--- src/rtl/uart_tx.sv ---
// 8-bit UART transmitter: start bit, LSB-first data, stop bit, plus a one-entry holding register.
// Define UART_TX_PARITY_EN to insert an even-parity bit between the data and stop bits.
module uart_tx #(
   parameter int CLOCK_FREQ = 50000000,
   parameter int BAUD_RATE  = 115200
) (
   input  logic       clock,
   input  logic       reset,
   input  logic       tx_start,
   input  logic [7:0] tx_data,
   output logic       tx_ready,
   output logic       tx_busy,
   output logic       tx_done,
   output logic       tx
);

   localparam int CLKS_PER_BIT = CLOCK_FREQ / BAUD_RATE;
   localparam int CNT_W        = (CLKS_PER_BIT > 1) ? $clog2(CLKS_PER_BIT) : 1;

`ifdef UART_TX_PARITY_EN
   typedef enum logic [2:0] {IDLE, START, DATA, PARITY, STOP} state_t;
`else
   typedef enum logic [2:0] {IDLE, START, DATA, STOP} state_t;
`endif

   state_t           state_q, state_d;
   logic [CNT_W-1:0] cnt_q, cnt_d;
   logic [2:0]       bit_q, bit_d;
   logic [7:0]       shift_q, shift_d;
   logic [7:0]       hold_q, hold_d;
   logic             hold_full_q, hold_full_d;
   logic             tx_q, tx_d;
`ifdef UART_TX_PARITY_EN
   logic             par_q, par_d;
`endif

   logic accept, bit_end;

   assign tx_ready = ~hold_full_q;
   assign tx_busy  = (state_q != IDLE);
   assign tx_done  = (state_q == STOP) && bit_end;
   assign tx       = tx_q;
   assign accept   = tx_start && tx_ready;
   assign bit_end  = (cnt_q == CNT_W'(CLKS_PER_BIT - 1));

   always_comb begin
      state_d     = state_q;
      bit_d       = bit_q;
      shift_d     = shift_q;
      hold_d      = hold_q;
      hold_full_d = hold_full_q;
`ifdef UART_TX_PARITY_EN
      par_d       = par_q;
`endif
      case (state_q)
         IDLE: begin
            if (accept) begin
               shift_d = tx_data;
`ifdef UART_TX_PARITY_EN
               par_d   = ^tx_data;
`endif
               state_d = START;
            end
         end
         START: if (bit_end) state_d = DATA;
         DATA: begin
            if (bit_end) begin
               if (bit_q == 3'd7) begin
                  bit_d = 3'd0;
`ifdef UART_TX_PARITY_EN
                  state_d = PARITY;
`else
                  state_d = STOP;
`endif
               end else begin
                  bit_d   = bit_q + 3'd1;
                  shift_d = shift_q >> 1;
               end
            end
         end
`ifdef UART_TX_PARITY_EN
         PARITY: if (bit_end) state_d = STOP;
`endif
         STOP: begin
            if (bit_end) begin
               if (hold_full_q) begin
                  shift_d     = hold_q;
`ifdef UART_TX_PARITY_EN
                  par_d       = ^hold_q;
`endif
                  hold_full_d = 1'b0;
                  state_d     = START;
               end else if (accept) begin
                  shift_d = tx_data;
`ifdef UART_TX_PARITY_EN
                  par_d   = ^tx_data;
`endif
                  state_d = START;
               end else begin
                  state_d = IDLE;
               end
            end
         end
         default: state_d = IDLE;
      endcase

      // Mid-frame accepts park in the holding register, except the stop-end cycle which loads directly.
      if (accept && (state_q != IDLE) && !((state_q == STOP) && bit_end)) begin
         hold_d      = tx_data;
         hold_full_d = 1'b1;
      end

      if ((state_q == IDLE) || bit_end || (state_d != state_q))
         cnt_d = '0;
      else
         cnt_d = cnt_q + CNT_W'(1);

      case (state_d)
         START:   tx_d = 1'b0;
         DATA:    tx_d = shift_d[0];
`ifdef UART_TX_PARITY_EN
         PARITY:  tx_d = par_d;
`endif
         default: tx_d = 1'b1;
      endcase
   end

   always_ff @(posedge clock) begin
      if (reset) begin
         state_q     <= IDLE;
         cnt_q       <= '0;
         bit_q       <= 3'd0;
         shift_q     <= 8'd0;
         hold_q      <= 8'd0;
         hold_full_q <= 1'b0;
         tx_q        <= 1'b1;
`ifdef UART_TX_PARITY_EN
         par_q       <= 1'b0;
`endif
      end else begin
         state_q     <= state_d;
         cnt_q       <= cnt_d;
         bit_q       <= bit_d;
         shift_q     <= shift_d;
         hold_q      <= hold_d;
         hold_full_q <= hold_full_d;
         tx_q        <= tx_d;
`ifdef UART_TX_PARITY_EN
         par_q       <= par_d;
`endif
      end
   end

endmodule

--- config.mk ---
export PLATFORM = sky130hd
export DESIGN_NAME = uart_tx
export DESIGN_NICKNAME = d
export VERILOG_FILES = /design/src/rtl/uart_tx.sv
export SDC_FILE = /design/constraint.sdc
export NUM_CORES = 1
export LEC_CHECK = 0
export CAP_MARGIN = 15
export CORE_UTILIZATION = 30
export CTS_CLUSTER_DIAMETER = 60
export CTS_CLUSTER_SIZE = 24
export DETAILED_ROUTE_END_ITERATION = 7
export MAX_ROUTING_LAYER = met4
export SLEW_MARGIN = 20
export SYNTH_ARGS = -nofsm -noshare
export SYNTH_HDL_FRONTEND = slang
export SYNTH_SLANG_ARGS = --single-unit
--- constraint.sdc ---
create_clock -name clock -period 4.6 [get_ports clock]
set_input_delay 0.69 -clock clock [delete_from_list [all_inputs] [get_ports clock]]
set_output_delay 0.69 -clock clock [all_outputs]
set_load 0.01 [all_outputs]
==> results.py <==
metrics = {
    "status": {
        "run_status": "finished, final reports clean",
    },
    "synth": {
        "netlist_area_um2": 1790,
        "yosys-top-cells-area": "dfxtp_1, mux2i_1, nor2_1",
        "ys_seq_area_share_pct": 36.9,
        "ys_ff_latch": 33,
        "ys_top_cells_by_count": "dfxtp_1, nor2_1, a21oi_1",
        "async_reset_ff_share_pct": 0,
        "synth_cells": 193,
        "synth_fp_nets": 208,
        "synthFlopType": "dfxtp_1",
        "synth.avg_cell_area_um2": 9.28,
        "synth_top_area_cell": "dfxtp_1",
        "yosysUniqueCellTypes": 52,
        "synth_most_common_cell": "dfxtp_1",
        "synth_top_area_share_pct": 36.9,
        "synth-edff-count": 0,
        "yosysWarnings": 0,
    },
    "final_layout": {
        "nFillCells": 581,
        "fin_util_pct": 36.1,
        "layout.cells.non_filler": 277,
        "area_growth_pct": 13.9,
        "drive_above_1_share_pct": 11.7,
        "final_nets": 220,
        "n_antenna_cell": 0,
    },
    "sta": {
        "fmax_mhz": 360,
        "finalSetupViolCount": 0,
        "fin_skew_ps": 6.98,
        "slew_headroom_pct": 35.4,
        "fin_tns_setup_ps": 0,
        "min_period_ps": 2780,
        "post-route-period-util_pct": 60.4,
        "hold_slack_ps": 461,
        "drv_slew": 0,
        "worst_pin_slew_ps": 966,
        "hold_viol": 0,
        "rsz0062_at_grt": "false",
    },
    "clocking": {
        "holdBufCountCts": 0,
        "clock_sinks": 33,
        "numCtsBuffers": 5,
        "cts_tree": "yes",
        "root_buffer": "clkbuf_8",
        "cts_setup_buffers": 0,
        "max-clock-path-buffers": 2,
        "post_cts_resized": 0,
        "cts_htree_levels": 2,
        "insertion_delay_ps": 280,
        "clkTransAtPathRegs_ps": 70,
    },
    "setup_path": {
        "cp.arrival_ps": 2090,
        "required_ps": 3910,
        "start_kind": "flop",
        "worstPathMaxFanout": 5,
        "cp-end-kind": "output port",
        "critPathKind": "flop to output port",
    },
    "routing": {
        "vias_per_cell": 4.97,
        "wirelength_mm": 3.68,
        "drc": 0,
        "antenna_left": 0,
        "vias": 1378,
        "drt-initial-drc-count": 96,
        "first_pass_iters": 4,
        "wl_per_cell_um": 13.3,
    },
    "pwr": {
        "power_mw": 0.591,
        "ir_drop_mv": 0.133,
        "powerDensity_nw_per_um2": 290,
        "power_leakage_nw": 0.776,
    },
    "place": {
        "routabilityCongestion": 0.807,
        "post-dp-hpwl_mm": 2.56,
        "port_buffers": 14,
        "dp_cells": 270,
    },
    "die": {
        "dieHeight_um": 79.3,
        "num_rows": 27,
        "core_area_um2": 5640,
        "initial_core_util_pct": 31.7,
        "die_w_um": 79.3,
        "ios": 15,
        "die_area_um2": 6280,
    },
    "hold_path": {
        "min_path_type": "flop to flop",
    },
    "grt": {
        "grt_pass1_vias": 1473,
        "grt_max_degree": 24,
        "grt_pass1_wl_mm": 6.80,
        "track_usage_pct": 14.3,
        "grt_overflow": 0,
        "antenna_found_initial": 0,
    },
    "run": {
        "drv_cap": 0,
    },
}
==> layer usage <==
metal | global-route usage, % | vias up | part of all wire (%)
li1 | - | 710 | -
met1 | 17.3 | 645 | 51
met2 | 22.4 | 17 | 45
met3 | 4.60 | 6 | 2.1
met4 | 5.09 | 0 | 1.8
met5 | - | - | 0
==> cells by family after synthesis <==
logic type / share of synthesized area [%]
AND/OR/NAND/NOR: 24.2
AO/OA/AOI/OAI: 19.3
other: 0.209
flip-flops: 36.9
XOR/XNOR: 3.91
adder cells (fa/ha/maj): 2.80
multiplexers: 6.78
buffers and inverters: 5.87
==> sequential cells by signal, indices dropped and copies added (netlist names) <==
name,cells
cnt_q,9
hold_q,8
shift_q,8
bit_q,3
state_q,3
hold_full_q,1
tx,1
==> where the power goes <==
| group | leakage, nW | switching [mW] | internal [mW] | total [mW] |
|---|---|---|---|---|
| logic | 0.463 | 0.0345 | 0.0323 | 0.0668 |
| clock network | 0.0443 | 0.101 | 0.119 | 0.219 |
| registers | 0.269 | 0.00887 | 0.296 | 0.305 |
| total | 0.776 | 0.144 | 0.447 | 0.591 |
==> worst max-delay path: stages (launching register included) <==
cell	delay, ps
dfxtp_1	370
ha_1	230
and4b_1	340
nand2_1	180
nor2_1	140
clkdlybuf4s50_1	550
==> stage by stage <==
stage | instance area [um2] | worst slack, ps
6_report | 2040 | 1820
3_5_place_dp | 1950 | 2030
3_3_place_gp | 1950 | 2010
5_1_grt | 2040 | 1640
2_1_floorplan | 1790 | 2780
4_1_cts | 2040 | 1790
==> cell usage in the layout, fill, tap and decap left out, types with 2 or more instances in the layout <==
cell / instances
nor2_1: 27
a211oi_1: 2
a221oi_2: 4
xnor2_1: 4
clkdlybuf4s50_1: 14
dfxtp_1: 33
nand2b_1: 5
nand3_1: 5
nand2_1: 11
nor3_1: 4
o21ai_0: 8
inv_1: 8
a222oi_1: 2
a21oi_1: 12
xor2_1: 4
o31ai_1: 2
clkbuf_8: 6
mux2i_1: 11
and3b_1: 2
or2b_2: 3
a22o_1: 4
ha_1: 4
or3_1: 2
==> area by class of cell <==
cell class	count	area, um2	area share [%]
Clock buffer	7	86.3	4.23
Inverter	8	30.0	1.47
Multi-Input combinational cell	142	1020	50.2
Sequential cell	33	661	32.4
Tap cell	72	90.1	4.42
Timing Repair Buffer	15	148	7.24
==> final timing paths <==
path | startpoint | endpoint | cells after the start | slack (ps)
hold / removal | cnt_q[0] | cnt_q[0] | 1 | 460
setup / recovery | cnt_q[0] | tx_done | 5 | 1820
setup reg to reg | cnt_q[3] | shift_q[2] | 5 | 2230
hold reg to reg | cnt_q[0] | cnt_q[0] | 1 | 460
(Power assumes the default switching activity.)
